[src/rtl/tx_burst_arbiter.sv]
// tx_burst_arbiter: round-robin arbiter that lets each requester write a whole burst
// into the shared TX FIFO before the next requester gets the port.
module tx_burst_arbiter #(
  parameter int NUM_REQ = 4,
  parameter int LEN_W = 8
) (
  input  logic                     clk_i,
  input  logic                     reset_i,
  input  logic [NUM_REQ-1:0]       req_i,
  input  logic [NUM_REQ*LEN_W-1:0] req_len_i,
  input  logic [NUM_REQ*8-1:0]     req_data_i,
  input  logic [NUM_REQ-1:0]       req_valid_i,
  output logic [NUM_REQ-1:0]       req_ready_o,
  output logic [NUM_REQ-1:0]       grant_o,
  output logic [NUM_REQ-1:0]       done_o,
  input  logic                     tx_fifo_full_i,
  output logic                     tx_fifo_wen_o,
  output logic [7:0]               tx_fifo_wdata_o,
  output logic                     busy_o
);
  localparam int IW = $clog2(NUM_REQ);
  typedef enum logic {IDLE, XFER} state_t;
  state_t state, state_d;
  logic [NUM_REQ-1:0] grant_d, done_d;
  logic busy_d, found;
  logic [IW-1:0] last_grant, last_d, gidx, gidx_d, win, cand;
  logic [LEN_W:0] cnt, cnt_d;
  logic [LEN_W-1:0] win_len;
  assign req_ready_o = grant_o & {NUM_REQ{~tx_fifo_full_i}};
  assign tx_fifo_wen_o = |(req_ready_o & req_valid_i);
  assign tx_fifo_wdata_o = req_data_i[gidx*8 +: 8];
  assign win_len = req_len_i[win*LEN_W +: LEN_W];
  // first pending requester after the last one served, wrapping around
  always_comb begin
    win = '0;
    cand = '0;
    found = 1'b0;
    for (int i = 1; i <= NUM_REQ; i++) begin
      cand = IW'((int'(last_grant) + i) % NUM_REQ);
      if (!found && req_i[cand]) begin
        win = cand;
        found = 1'b1;
      end
    end
  end
  always_comb begin
    state_d = state;
    grant_d = grant_o;
    done_d = '0;
    busy_d = busy_o;
    last_d = last_grant;
    cnt_d = cnt;
    gidx_d = gidx;
    if (state == IDLE) begin
      if (found) begin
        state_d = XFER;
        grant_d = NUM_REQ'(1) << win;
        busy_d = 1'b1;
        gidx_d = win;
        cnt_d = {win_len == '0, win_len};
      end
    end else if (tx_fifo_wen_o) begin
      cnt_d = cnt - 1'b1;
      if (cnt == (LEN_W+1)'(1)) begin
        state_d = IDLE;
        grant_d = '0;
        busy_d = 1'b0;
        done_d = grant_o;
        last_d = gidx;
      end
    end
  end
  always_ff @(posedge clk_i) begin
    if (reset_i) begin
      state <= IDLE;
      grant_o <= '0;
      done_o <= '0;
      busy_o <= 1'b0;
      last_grant <= IW'(NUM_REQ-1);
      cnt <= '0;
      gidx <= '0;
    end else begin
      state <= state_d;
      grant_o <= grant_d;
      done_o <= done_d;
      busy_o <= busy_d;
      last_grant <= last_d;
      cnt <= cnt_d;
      gidx <= gidx_d;
    end
  end
endmodule

[config.mk]
export PLATFORM = sky130hd
export DESIGN_NAME = tx_burst_arbiter
export DESIGN_NICKNAME = d
export VERILOG_FILES = /design/src/rtl/tx_burst_arbiter.sv
export SDC_FILE = /design/constraint.sdc
export NUM_CORES = 1
export LEC_CHECK = 0
export ABC_AREA = 1
export CAP_MARGIN = 20
export CORE_MARGIN = 2
export CORE_UTILIZATION = 25
export DETAILED_ROUTE_END_ITERATION = 7
export HOLD_SLACK_MARGIN = 0.05
export PLACE_DENSITY = 0.62
export SLEW_MARGIN = 40
export SYNTH_ARGS = -nofsm -noshare
export SYNTH_HDL_FRONTEND = slang
export SYNTH_SLANG_ARGS = --single-unit
[constraint.sdc]
create_clock -name clk_i -period 2.1 [get_ports clk_i]
set_input_delay 0.21 -clock clk_i [delete_from_list [all_inputs] [get_ports clk_i]]
set_output_delay 0.21 -clock clk_i [all_outputs]
set_load 0.01 [all_outputs]
==> key figures <==
Status
  • Outcome: complete, no violations

STA
  • Setup ws final: 31.46 ps
  • Count of final setup violators: 0
  • Fin crit share: 0.9850
  • Final hold slack: 473.3 ps
  • Final Hold Viols: 0
  • Slew margin rel.: 0.7491
  • Unrepaired setup endpoints after global routing: true
  • F_max: 483.4 MHz
  • Worst slew pin tran: 372.9 ps
  • Min Tclk post-route: 2069 ps
  • Pins over their slew limit: 0
  • Worst Skew: between 8 and 9 ps

Hold path
  • Hold Path Depth: 2
  • Hold Path Origin: grant_o[2]
  • Hold endpoint: done_o[2]
  • HP Class: flop to flop

Critical path
  • Worst reg2reg endpoint: cnt[1]
  • Worst path arrival time: 2230 ps
  • Reg2reg start: last_grant[0]
  • R2R cell count: 19
  • Critical path launch point type: flop
  • Critical path class: flop to flop
  • Worst path required time: 2260 ps
  • Worst reg2reg setup slack: 30 ps
  • CP Capture Type: flop
  • Crit Path Max Fanout: 6

Die
  • # IOs: 97
  • Initial Utilization: 0.2601
  • Core region area: 7767 um2
  • Row count: 32
  • DIE WIDTH: 93.91 um
  • Die ar.: between 8000 and 9000 um2
  • Die Y: 93.91 um

Power
  • Part of the power in the clock network: 0.189
  • Power Total: 1.440 mW
  • Lkg Pwr: 1.565 nW
  • P_int: approximately 0.96 mW
  • PD cells: 403.1 nW/um2
  • Sw Ratio: 0.3328
  • Net switching power: 0.4794 mW
  • Peak supply drop: 0.0001765 V
  • Sequential share of power: 0.346
  • Gate power share: 0.465

Synthesis
  • FFs w/ async S/R, synth: 0
  • Simple-gate portion of the synthesized area: 0.4854
  • Post-synth EDFFs: 0
  • Main combinational cell family by area after synthesis: simple AND/OR/NAND/NOR gates
  • #FFs+latches synth: 23
  • Synth Cell Area: 2021 um2
  • Synthesis Warnings: 0
  • XOR/XNOR share of the synthesized area: 0.01734
  • Cell count after synthesis: roughly 340
  • Ys flop type: dfxtp_1
  • Synth Area in Adders: 0.01238
  • Post-synthesis compound-gate area fraction: 0.1573
  • Post-synthesis net count: 412
  • Avg Cell Area, Syn: a little over 6 um2
  • Multiplexer area fraction after synthesis: 0
  • Register area share after synthesis: 0.2279
  • Yosys cell types: 36

Clock tree
  • Sink Count: 23
  • Clk_lat worst skew: 260 ps
  • Worst-path clk slew: 80 ps
  • CTS tree: done
  • Clock Path Buffers: 2
  • Num CTS Buffers: 3
  • Clock Root Buffer: clkbuf_8
  • H-tree depth: 1

Global routing
  • Tot GR Track Use: 0.1452
  • Overflow after GRT: 0
  • First-pass GRT wire length: 10.58 mm
  • Initial antenna violation count: 0
  • Pin count of the biggest net entering global routing: 19
  • Vias in the first global route: 2,327

Detailed routing
  • Drt total wl: 6.689 mm
  • Vias per cell: 4.492
  • Routed Antenna Nets: 0
  • Drc violations: 0
  • Routed len/inst: 11.88 um
  • Drt pass-1 iters: 4
  • Via Count: 2,529
  • 1st-iter DRT viols: 82

Layout
  • Final nets: 539
  • Core Util, Final: 0.4601
  • Commonest non-fill, non-tap cells in the layout: nand2_1 (98), clkdlybuf4s50_1 (96), nor2_1 (37), buf_4 (30), o21ai_0 (29)
  • Area grow syn2layout: 76.84%
  • Layout cells sized above 1: 0.1974
  • Commonest non-fill, non-tap cell in the layout: nand2_1
  • Diode count: 0

Placement
  • Final GP Congestion: 0.8147
  • Final HPWL from detailed placement: 5.172 mm
  • Place WS: -215.5 ps
  • Number of port buffers: 96

Flow run
  • Max Cap Violations: 0
critical path, stage by stage, from the launching register on:
cell	delay, ps
dfxtp_4	370
buf_12	120
clkinv_8	70
nand2_4	60
nand2_4	70
nand2_4	80
nand2_4	80
nor2_8	120
nand2_2	70
nor2_4	110
inv_4	70
nand2_8	110
nand2_2	70
or2_0	200
nand4_1	110
nand2_1	60
nand2_1	50
nand2_1	40
nand3_1	50
inv_1	50
sequential cells by signal (all words and copies together) (netlist names):
register,cells
cnt,9
done_o,4
grant_o,4
gidx,2
last_grant,2
busy_o,1
state,1
power by group through the flow:
stage / sequential, mW / clock (mW) / combinational (mW)
6_report: 0.498 / 0.272 / 0.670
5_1_grt: 0.504 / 0.306 / 0.736
4_1_cts: 0.498 / 0.283 / 0.630
3_5_place_dp: 0.509 / 0 / 0.614
3_3_place_gp: 0.509 / 0 / 0.610
2_1_floorplan: 0.498 / 0 / 0.319
layout make-up:
type / instances / area, um2
fillers: 794 / 4194
multi-input cells: 269 / 1516
repair buffers: 131 / 1260
flip-flops and latches: 23 / 467.9
inverters: 33 / 147.6
well taps: 102 / 127.6
clock buffers: 4 / 45.04
repair inverters: 1 / 8.758
what timing repair did:
| item | in CTS | in global routing |
|---|---|---|
| resized for setup | 10 | 41 |
| endpoints found under the setup margin | 2 | 20 |
| setup buffers | 4 | 10 |
| cloned | 0 | 2 |
| hold buffers | 0 | 0 |
| pin swaps | 5 | 8 |
worst max path at each step:
stage                       start      to  slack (ps)  depth (start not counted)
floorplan           last_grant[0]  cnt[1]         220                         17
global placement         req_i[3]  cnt[1]        -180                         18
detailed placement       req_i[0]  cnt[1]        -220                         16
CTS                 last_grant[0]  cnt[1]           1                         18
global route        last_grant[0]  cnt[8]        -130                         21
finish              last_grant[0]  cnt[1]          30                         19
stage by stage:
| stage | setup TNS [ps] | area, um2 | std cells |
|---|---|---|---|
| after CTS | 0 | 3333 | 551 |
| final | 0 | 3573 | 563 |
| after global routing | -355.3 | 3573 | 563 |
| after detailed placement | -1052 | 3218 | 543 |
| after floorplan | 0 | 2021 | 335 |
| after global placement | -686.0 | 3218 | 543 |
layer usage:
layer / GRT usage / routed length [um] / vias to the layer above
met5: 0 / 0 / -
met4: 0.04227 / 92 / 0
met3: 0.01043 / 271 / 8
met2: 0.2506 / 3272 / 65
met1: 0.1933 / 3051 / 1115
li1: - / - / 1341
cells in the mapped netlist (5+ instances only):
master,instances,share of area
nand2_1,114,0.21
nor2_1,38,0.071
o21ai_0,30,0.074
inv_1,27,0.050
dfxtp_1,23,0.23
nand3_1,16,0.040
o22ai_1,11,0.034
a21oi_1,9,0.022
nand4_1,9,0.028
nand2_2,8,0.025
clkbuf_1,7,0.013
nand2_4,5,0.028
kinds of logic (layout without fill, tap and decap cells):
family	after synthesis	count (layout)
adder cells (fa/ha/maj)	2	2
AND/OR/NAND/NOR	204	205
XOR/XNOR	4	4
AO/OA/AOI/OAI	58	58
flip-flops	23	23
buffers and inverters	44	169
Power figures use the tool's default switching activity.
